**config.mk**
```make
export PLATFORM = sky130hd
export DESIGN_NAME = disp_value_bcd
export DESIGN_NICKNAME = d
export VERILOG_FILES = /design/src/rtl/disp_value_bcd_pkg.sv /design/src/rtl/disp_value_bcd_bcd_add3.sv /design/src/rtl/disp_value_bcd.sv
export SDC_FILE = /design/constraint.sdc
export NUM_CORES = 1
export LEC_CHECK = 0
export CAP_MARGIN = 10
export CELL_PAD_IN_SITES_DETAIL_PLACEMENT = 1
export CELL_PAD_IN_SITES_GLOBAL_PLACEMENT = 2
export CORE_ASPECT_RATIO = 0.9
export CORE_MARGIN = 1.5
export CORE_UTILIZATION = 34
export CTS_CLUSTER_DIAMETER = 60
export DETAILED_ROUTE_END_ITERATION = 10
export PLACE_DENSITY = 0.88
export SLEW_MARGIN = 40
export SYNTH_ARGS = -nofsm -noshare
export SYNTH_HDL_FRONTEND = slang
export SYNTH_SLANG_ARGS = --single-unit
```
**constraint.sdc**
```tcl
create_clock -name clk -period 3 [get_ports clk]
set_clock_uncertainty 0.2 [all_clocks]
set_input_delay 0.6 -clock clk [delete_from_list [all_inputs] [get_ports clk]]
set_output_delay 0.6 -clock clk [all_outputs]
set_load 0.01 [all_outputs]
```
**src/rtl/disp_value_bcd_pkg.sv**
```systemverilog
`default_nettype none
// ============================================================================
//  Module      : disp_value_bcd_pkg
//  Description : Shared constants for the display value feeder: default
//                widths, nibble width and the controller state encoding.
//  Revision    : 1.0 - initial release
// ============================================================================
package disp_value_bcd_pkg;

  // Default geometry of the feeder
  localparam int C_DATA_W = 16;  // binary input width
  localparam int C_NDIG   = 5;   // BCD digits produced
  localparam int C_OUT_W  = 32;  // nibble vector width towards the presenter
  localparam int C_NIB_W  = 4;   // bits per displayed digit

  // Controller state encoding
  typedef logic [1:0] state_t;
  localparam state_t S_IDLE = 2'd0;
  localparam state_t S_CONV = 2'd1;
  localparam state_t S_LOAD = 2'd2;

endpackage : disp_value_bcd_pkg
`default_nettype wire

```
**src/rtl/disp_value_bcd_bcd_add3.sv**
```systemverilog
`default_nettype none
// ============================================================================
//  Module      : bcd_add3
//  Description : Double-dabble digit correction. Adds 3 to a BCD digit that
//                is 5 or more so the following left shift carries correctly
//                into the next decimal digit.
//  Ports       : i_digit - BCD digit before correction
//                o_digit - corrected digit
//  Revision    : 1.0 - initial release
// ============================================================================
module bcd_add3 (
  input  logic [3:0] i_digit,
  output logic [3:0] o_digit
);

  assign o_digit = (i_digit >= 4'd5) ? (i_digit + 4'd3) : i_digit;

endmodule : bcd_add3
`default_nettype wire

```
**src/rtl/disp_value_bcd.sv**
```systemverilog
`default_nettype none
// ============================================================================
//  Module      : disp_value_bcd
//  Description : Feeder for the eight-digit seven-segment presenter. Accepts a
//                binary value from the display MMIO port and produces a packed
//                nibble vector (digit 0 in bits [3:0]). Decimal mode converts
//                with a sequential double-dabble engine, one iteration per
//                clock; hex mode passes the value straight through.
//  Ports       : clk      - system clock, rising edge
//                rst      - asynchronous active-high reset
//                wr_en    - write strobe (one-cycle pulse)
//                wr_data  - value to display
//                dec_mode - 1 = decimal (BCD), 0 = hex, sampled with wr_en
//                disp_val - nibble vector to presenter (registered)
//                busy     - a write is being processed
//                done     - one-cycle pulse when disp_val was just updated
//                ovr      - sticky flag: a write was dropped while busy
//  Revision    : 1.0 - initial release
// ============================================================================
module disp_value_bcd
  import disp_value_bcd_pkg::*;
#(
  parameter int DATA_W = C_DATA_W,
  parameter int NDIG   = C_NDIG,
  parameter int OUT_W  = C_OUT_W
) (
  input  logic              clk,
  input  logic              rst,
  input  logic              wr_en,
  input  logic [DATA_W-1:0] wr_data,
  input  logic              dec_mode,
  output logic [OUT_W-1:0]  disp_val,
  output logic              busy,
  output logic              done,
  output logic              ovr
);

  localparam int BCD_W = C_NIB_W * NDIG;
  localparam int CNT_W = $clog2(DATA_W);
  localparam logic [CNT_W-1:0] c_last_iter = CNT_W'(DATA_W - 1);

  state_t             r_state;
  logic [DATA_W-1:0]  r_shift;
  logic [BCD_W-1:0]   r_bcd;
  logic [CNT_W-1:0]   r_cnt;
  logic               r_dec;
  logic [OUT_W-1:0]   r_disp;
  logic               r_done;
  logic               r_ovr;

  logic [BCD_W-1:0]   w_bcd_adj;
  logic [OUT_W-1:0]   w_bcd_ext;
  logic [OUT_W-1:0]   w_hex_ext;

  // Per-digit add-3 correction applied before every shift
  for (genvar g = 0; g < NDIG; g++) begin : g_add3
    bcd_add3 u_add3 (
      .i_digit (r_bcd    [g*C_NIB_W +: C_NIB_W]),
      .o_digit (w_bcd_adj[g*C_NIB_W +: C_NIB_W])
    );
  end

  // Zero-extended views of the two possible display sources
  always_comb begin
    w_bcd_ext = '0;
    w_bcd_ext[BCD_W-1:0] = r_bcd;
    w_hex_ext = '0;
    w_hex_ext[DATA_W-1:0] = r_shift;
  end

  always_ff @(posedge clk or posedge rst) begin
    if (rst) begin
      r_state <= S_IDLE;
      r_shift <= '0;
      r_bcd   <= '0;
      r_cnt   <= '0;
      r_dec   <= 1'b0;
      r_disp  <= '0;
      r_done  <= 1'b0;
      r_ovr   <= 1'b0;
    end else begin
      r_done <= 1'b0;

      // Any write arriving outside IDLE is dropped but remembered
      if (wr_en && (r_state != S_IDLE)) begin
        r_ovr <= 1'b1;
      end

      case (r_state)
        S_IDLE: begin
          if (wr_en) begin
            r_shift <= wr_data;
            r_dec   <= dec_mode;
            r_bcd   <= '0;
            r_cnt   <= '0;
            r_ovr   <= 1'b0;
            r_state <= dec_mode ? S_CONV : S_LOAD;
          end
        end

        S_CONV: begin
          // Corrected BCD shifts left, taking the shift register MSB
          r_bcd   <= {w_bcd_adj[BCD_W-2:0], r_shift[DATA_W-1]};
          r_shift <= {r_shift[DATA_W-2:0], 1'b0};
          r_cnt   <= r_cnt + 1'b1;
          if (r_cnt == c_last_iter) begin
            r_state <= S_LOAD;
          end
        end

        S_LOAD: begin
          // In hex mode the shift register still holds the untouched write
          r_disp  <= r_dec ? w_bcd_ext : w_hex_ext;
          r_done  <= 1'b1;
          r_state <= S_IDLE;
        end

        default: begin
          r_state <= S_IDLE;
        end
      endcase
    end
  end

  assign disp_val = r_disp;
  assign busy     = (r_state != S_IDLE);
  assign done     = r_done;
  assign ovr      = r_ovr;

endmodule : disp_value_bcd
`default_nettype wire

```
# After elaboration in Yosys (flattened, before gate mapping)
# Index checks and enable logic that the tools add are counted.
dict set report totals {
  input_bits 20
  out_inout_bits 35
  reg_bits 77
  wordCells 51
}
dict set report classes {
  addsub 6
  reduce_logical 7
  magnitude_cmp 5
  n_mux 20
  n_eq_ne 5
}
# operator count
set ops {}
lappend ops {{20-bit 2-to-1 mux} 2}
lappend ops {{20-bit one-hot mux with 2 select lines} 1}
lappend ops {{16-bit one-hot mux with 2 select lines} 1}
lappend ops {{4-bit by 3-bit greater-or-equal comparator with 1-bit output (second input constant)} 5}
lappend ops {{4-bit 2-to-1 mux} 5}
lappend ops {{4-bit by 2-bit adder with 4-bit output (second input constant)} 4}
lappend ops {{16-bit 2-to-1 mux} 1}
lappend ops {{4-bit one-hot mux with 2 select lines} 1}
lappend ops {{2-bit 2-to-1 mux} 3}
lappend ops {{2-bit AND reduction} 3}
lappend ops {{4-bit by 1-bit adder with 4-bit output (second input constant)} 1}
lappend ops {{4-bit == test (second input constant)} 1}
lappend ops {{1-bit 2-to-1 mux} 4}
lappend ops {{2-bit != test (second input constant)} 2}
lappend ops {{2-bit one-hot mux with 2 select lines} 1}
lappend ops {{2-bit nonzero test} 2}
lappend ops {{3-bit by 2-bit adder with 3-bit output (second input constant)} 1}
lappend ops {{3-bit 2-to-1 mux} 1}
lappend ops {{2-bit by 1-bit == test with 1-bit output (second input constant)} 1}
lappend ops {{2-bit == test (second input constant)} 1}
lappend ops {{2-bit logical NOT} 1}
lappend ops {{1-bit logical AND} 1}

# Depth between registers and ports, before layout
dict set report depth {
  word_depth 5
  mapped_depth 6
  mapped_depth_nobuf 6
}

# Cells and area by module
# From an unflattened synthesis, not the netlist that was laid out.
dict set report hier_totals {
  hier_cells 340
  area_unflattened_um2 3357.0
}
# mod seq_area_each_um2 instances cells_per_inst area_each_um2
set modules_own_cells {}
lappend modules_own_cells {disp_value_bcd 1626.6 1 260 2850.2}
lappend modules_own_cells {bcd_add3 0.0 5 16 101.3}

# Worst setup path before layout
# OpenSTA, ideal clock, no wires.
dict set report synth_timing {
  path_kind {register to register}
  start {reg r_bcd[4]}
  end {reg r_bcd[6]}
  arrival_time_ns 1.241
  period_less_slack_ns 1.562
  required_time_ns 2.679
  setup_ns 0.121
  n_path_buf 0
  stages_incl_launch_ff 7
  slack_ns 1.438
  cell_sequence {dfrtp_1 -> inv_1 -> ha_1 -> nand2b_1 -> a21oi_1 -> mux2i_1 -> a22o_1}
}
dict set report synth_between {
  elab_chain_cells 3
  elab_cells_between_ends 4
  cone_classes {1 x add/sub; 1 x order compare; 2 x mux}
}
# item line_no
set synth_rtl {}
lappend synth_rtl {{from (decl)} disp_value_bcd.sv:44} ;# logic [BCD_W-1:0] r_bcd;
lappend synth_rtl {{from (signal assigned)} disp_value_bcd.sv:103} ;# r_bcd <= {w_bcd_adj[BCD_W-2:0], r_shift[DATA_W-1]};
lappend synth_rtl {{4-bit by 2-bit adder with 4-bit output / 4-bit by 3-bit greater-or-equal comparator with 1-bit output (equally long branches)} disp_value_bcd_bcd_add3.sv:16} ;# assign o_digit = (i_digit >= 4'd5) ? (i_digit + 4'd3) : i_digit;
lappend synth_rtl {{4-bit 2-to-1 mux *} disp_value_bcd_bcd_add3.sv:16}
lappend synth_rtl {{20-bit one-hot mux with 2 select lines *} disp_value_bcd.sv:89} ;# case (r_state)
# Mark *: on every way between the ends. The rest lies on a longest branch, timed or not.
# A chain may end at the register's enable or synchronous reset.

# Worst setup path after layout
dict set report layout_timing {
  start {reg r_state[0]}
  end {out busy}
}
dict set report layout_between {
  elab_chain_cells 1
}
# item line_no
set layout_rtl {}
lappend layout_rtl {{from (decl)} disp_value_bcd.sv:42} ;# state_t r_state;
lappend layout_rtl {{from (signal assigned)} disp_value_bcd.sv:97} ;# r_state <= dec_mode ? S_CONV : S_LOAD;
lappend layout_rtl {{2-bit nonzero test} disp_value_bcd.sv:126} ;# assign busy = (r_state != S_IDLE);
lappend layout_rtl {{to (decl)} disp_value_bcd.sv:33} ;# output logic busy,
# No other way between the ends.

==> metrics.txt <==
width of the die=around 110 µm; cell accounting for the most synthesized area=sky130_fd_sc_hd__dfrtp_1; Slew Limit Headroom=0.5807; number of maximum-capacitance constraint violations=0; Power per Cell Area=approximately 960 nW/µm²; routability cong.=between 0.7 and 0.8; CTS root buf=sky130_fd_sc_hd__clkbuf_8; Placed Cells=470; share of final-layout standard cells stronger than drive strength 1=0.07692; total routing resource utilization after global routing=0.1546; drt pass-1 iters=4; total via count after detailed routing=2,360; Final WS setup=0.5897 ns; number of buffers inserted during clock tree synthesis=9; setup TNS=0 ns; Arr. time, crit path=1.61 ns; Filler cells=1,081; NumNets Final=between 300 and 400; clock period minus final worst setup slack=about 2.4 ns; share of Yosys cell area claimed by the top area cell type=0.4971; Bufs on Longest Clock Path=2; largest voltage drop on the vdd net=approximately 0.49 mV; grt ovf=0; delay contributed by the slowest stage of the critical path=~0.53 ns; synth unique cells=33; number of antenna violations at the first check in global routing=0; synthesized area per cell=between 10 and 15 µm²; number of warnings reported in the yosys synthesis log=0; initial DRC count=80; Skew-Pair Late Insertion Delay=0.34 ns; Worst setup SP type=flop; via count of the first global-routing pass=2,542; static leakage=between 1.5 and 2 nW; post-placement setup slack=about 0.76 ns; element type at the critical path end=output port; largest net degree at the start of global routing=between 60 and 70; final standard cell count with taps included and fillers excluded=486; Area contributors post-synth=sky130_fd_sc_hd__dfrtp_1, sky130_fd_sc_hd__mux2i_1, sky130_fd_sc_hd__o21ai_1; Hold WC Path Type=reg2reg; # clock sinks=65; sequential fraction of the synthesis area=0.4971; CTS tree=built; number of setup buffers added after CTS=0; final count of pins violating max slew=0; initial cell density of the core=0.3538; PnR Total Power=roughly 0.0038 W; Synth-to-Final Area Change=19.92%; required time worst endpoint=2.20 ns; count of cells resized by post-cts repair=0; Wirelength per Cell=approximately 15 µm; WP buf/inv=1; number of diodes added for antenna fixing=0; unrepaired setup endpoints after global routing=false; portion of the clock cycle consumed by the worst path in the final layout=0.8034; final core utilization=0.4242; DRT Wirelength=between 7 and 8 mm; hold_buf cts=0; final setup vio count=0; vertical extent of the die=96.07 µm; clock edge transition at the registers on the reported setup and hold paths=about 0.07 ns; post-detail-place hpwl=4.531 mm; number of synthesized register bits=65; area of the die=slightly above 10,000 µm²; slew at the pin with the worst max-slew slack=0.6290 ns; via/cell ratio=between 4 and 5; library cell contributing the largest single delay on the critical path=sky130_fd_sc_hd__dfrtp_1; CORE AREA=around 9200 µm²; count of buffers from port buffering=42; synthesized cell area=around 3300 µm²; Crit path max-delay family=flip-flops; I/O pins=55; Gate Count Post-Synth=between 300 and 400; timing-limited maximum frequency=0.4149 GHz; first-pass GRT wire length=roughly 12 mm; run status=finished clean; standard-cell rows=33; crit-path max FO=7; post-route ant nets=0; critical path, cell by cell=or2_4 -> clkdlybuf4s50_1; remaining design rule violation count=0; count of H-tree levels built during CTS=3; critical path class=reg2out; Hold Violations, Final=0
metrics by stage:
step                area [µm²]  hold slack, ns
detailed placement        3730          0.2751
global placement          3729          0.2671
finish                    3924          0.2818
global route              3924          0.3091
CTS                       3919          0.2909
floorplan                 3313          0.2666
worst min-delay path: stages, from the launching register on:
cell and delay (ns):
sky130_fd_sc_hd__dfrtp_1 0.34, sky130_fd_sc_hd__nand2_1 0.05, sky130_fd_sc_hd__o21ai_1 0.06
cells in the final DEF (no fill, tap or decap), types with 2 or more instances in the layout:
cell and count:
sky130_fd_sc_hd__dfrtp_1 64, sky130_fd_sc_hd__nand2_1 55, sky130_fd_sc_hd__o21ai_1 48, sky130_fd_sc_hd__clkdlybuf4s50_1 42
sky130_fd_sc_hd__mux2i_1 36, sky130_fd_sc_hd__conb_1 12, sky130_fd_sc_hd__inv_1 11, sky130_fd_sc_hd__ha_1 11
sky130_fd_sc_hd__clkbuf_8 10, sky130_fd_sc_hd__a22o_1 9, sky130_fd_sc_hd__nand3_1 6, sky130_fd_sc_hd__nand2b_1 6
sky130_fd_sc_hd__nor3_1 5, sky130_fd_sc_hd__xnor2_1 5, sky130_fd_sc_hd__xor2_1 4, sky130_fd_sc_hd__a21oi_2 4
sky130_fd_sc_hd__o21ai_0 4, sky130_fd_sc_hd__a21oi_1 3, sky130_fd_sc_hd__nor2_1 3, sky130_fd_sc_hd__o31ai_1 3
sky130_fd_sc_hd__clkbuf_1 3, sky130_fd_sc_hd__nand4_1 2, sky130_fd_sc_hd__inv_2 2, sky130_fd_sc_hd__clkinv_2 2
sky130_fd_sc_hd__buf_4 2
layer usage:
metal	vias to the layer above	wire length [µm]	GRT usage
met5	-	0	0
met4	0	109	0.05743
met3	9	236	0.03927
met2	45	3323	0.2710
met1	1163	3389	0.1847
li1	1143	-	-
sequential cells by signal, indices dropped and copies added (netlist names), named ones only:
| signal | flops |
|---|---|
| r_dec | 1 |
| r_cnt | 4 |
| done | 1 |
| disp_val | 20 |
| r_state | 2 |
| r_bcd | 20 |
| r_shift | 16 |
worst paths after layout:
kind / from / end / slack [ns] / depth (start not counted)
worst max-delay path: r_state[0]$_DFFE_PP0P_ / busy / 0.59 / 2
worst min-delay path: disp_val[7]$_DFFE_PP0P_ / disp_val[7]$_DFFE_PP0P_ / 0.28 / 2
worst max register to register: r_bcd[12]$_DFFE_PP0P_ / r_bcd[14]$_DFFE_PP0P_ / 1.28 / 6
worst min register to register: disp_val[7]$_DFFE_PP0P_ / disp_val[7]$_DFFE_PP0P_ / 0.28 / 2
max in group asynchronous: rst / r_dec$_DFFE_PP0P_ / 1.83 / 3
min in group asynchronous: rst / disp_val[7]$_DFFE_PP0P_ / 0.44 / 3
kinds of logic (layout without fill, tap and decap cells):
family                   count (synthesis)  count (layout)  synth area share
adder cells (fa/ha/maj)                 11              11           0.04206
AND/OR/NAND/NOR                         84              84            0.1166
multiplexers                            37              37            0.1136
AO/OA/AOI/OAI                           72              72            0.1315
flip-flops                              65              65            0.4971
XOR/XNOR                                 9               9           0.02409
other                                    1              12          0.001146
buffers and inverters                   40              74           0.07380
report_power, final:
| part | total (W) | internal (W) | switching [W] |
|---|---|---|---|
| Combinational | 0.00144 | 0.000711 | 0.000727 |
| Clock | 0.000737 | 0.000405 | 0.000332 |
| Sequential | 0.00158 | 0.00121 | 0.000370 |
| Total | 0.00375 | 0.00232 | 0.00143 |
layout make-up:
class	count	area, µm²	area share
well taps	122	152.6	0.03890
clock inverters	3	40.04	0.01020
flip-flops and latches	65	1628	0.4149
multi-input cells	225	1450	0.3696
inverters	13	48.80	0.01244
clock buffers	13	148.9	0.03795
repair buffers	45	455.4	0.1161
synthesized netlist by cell type (all sizes together):
library cell,instances
dfrtp,65
nand2,55
o21ai,52
mux2i,36
buf,26
inv,13
ha,11
a22o,9
a21oi,7
nand2b,7
nand3,6
nor3,5
xnor2,5
nor2,4
xor2,4
o31ai,3
nand4,2
and2b,1
clkbuf,1
conb,1
mux2,1
nand3b,1
nor3b,1
o21bai,1
or2,1
or3,1
Power figures use the tool's default switching activity.
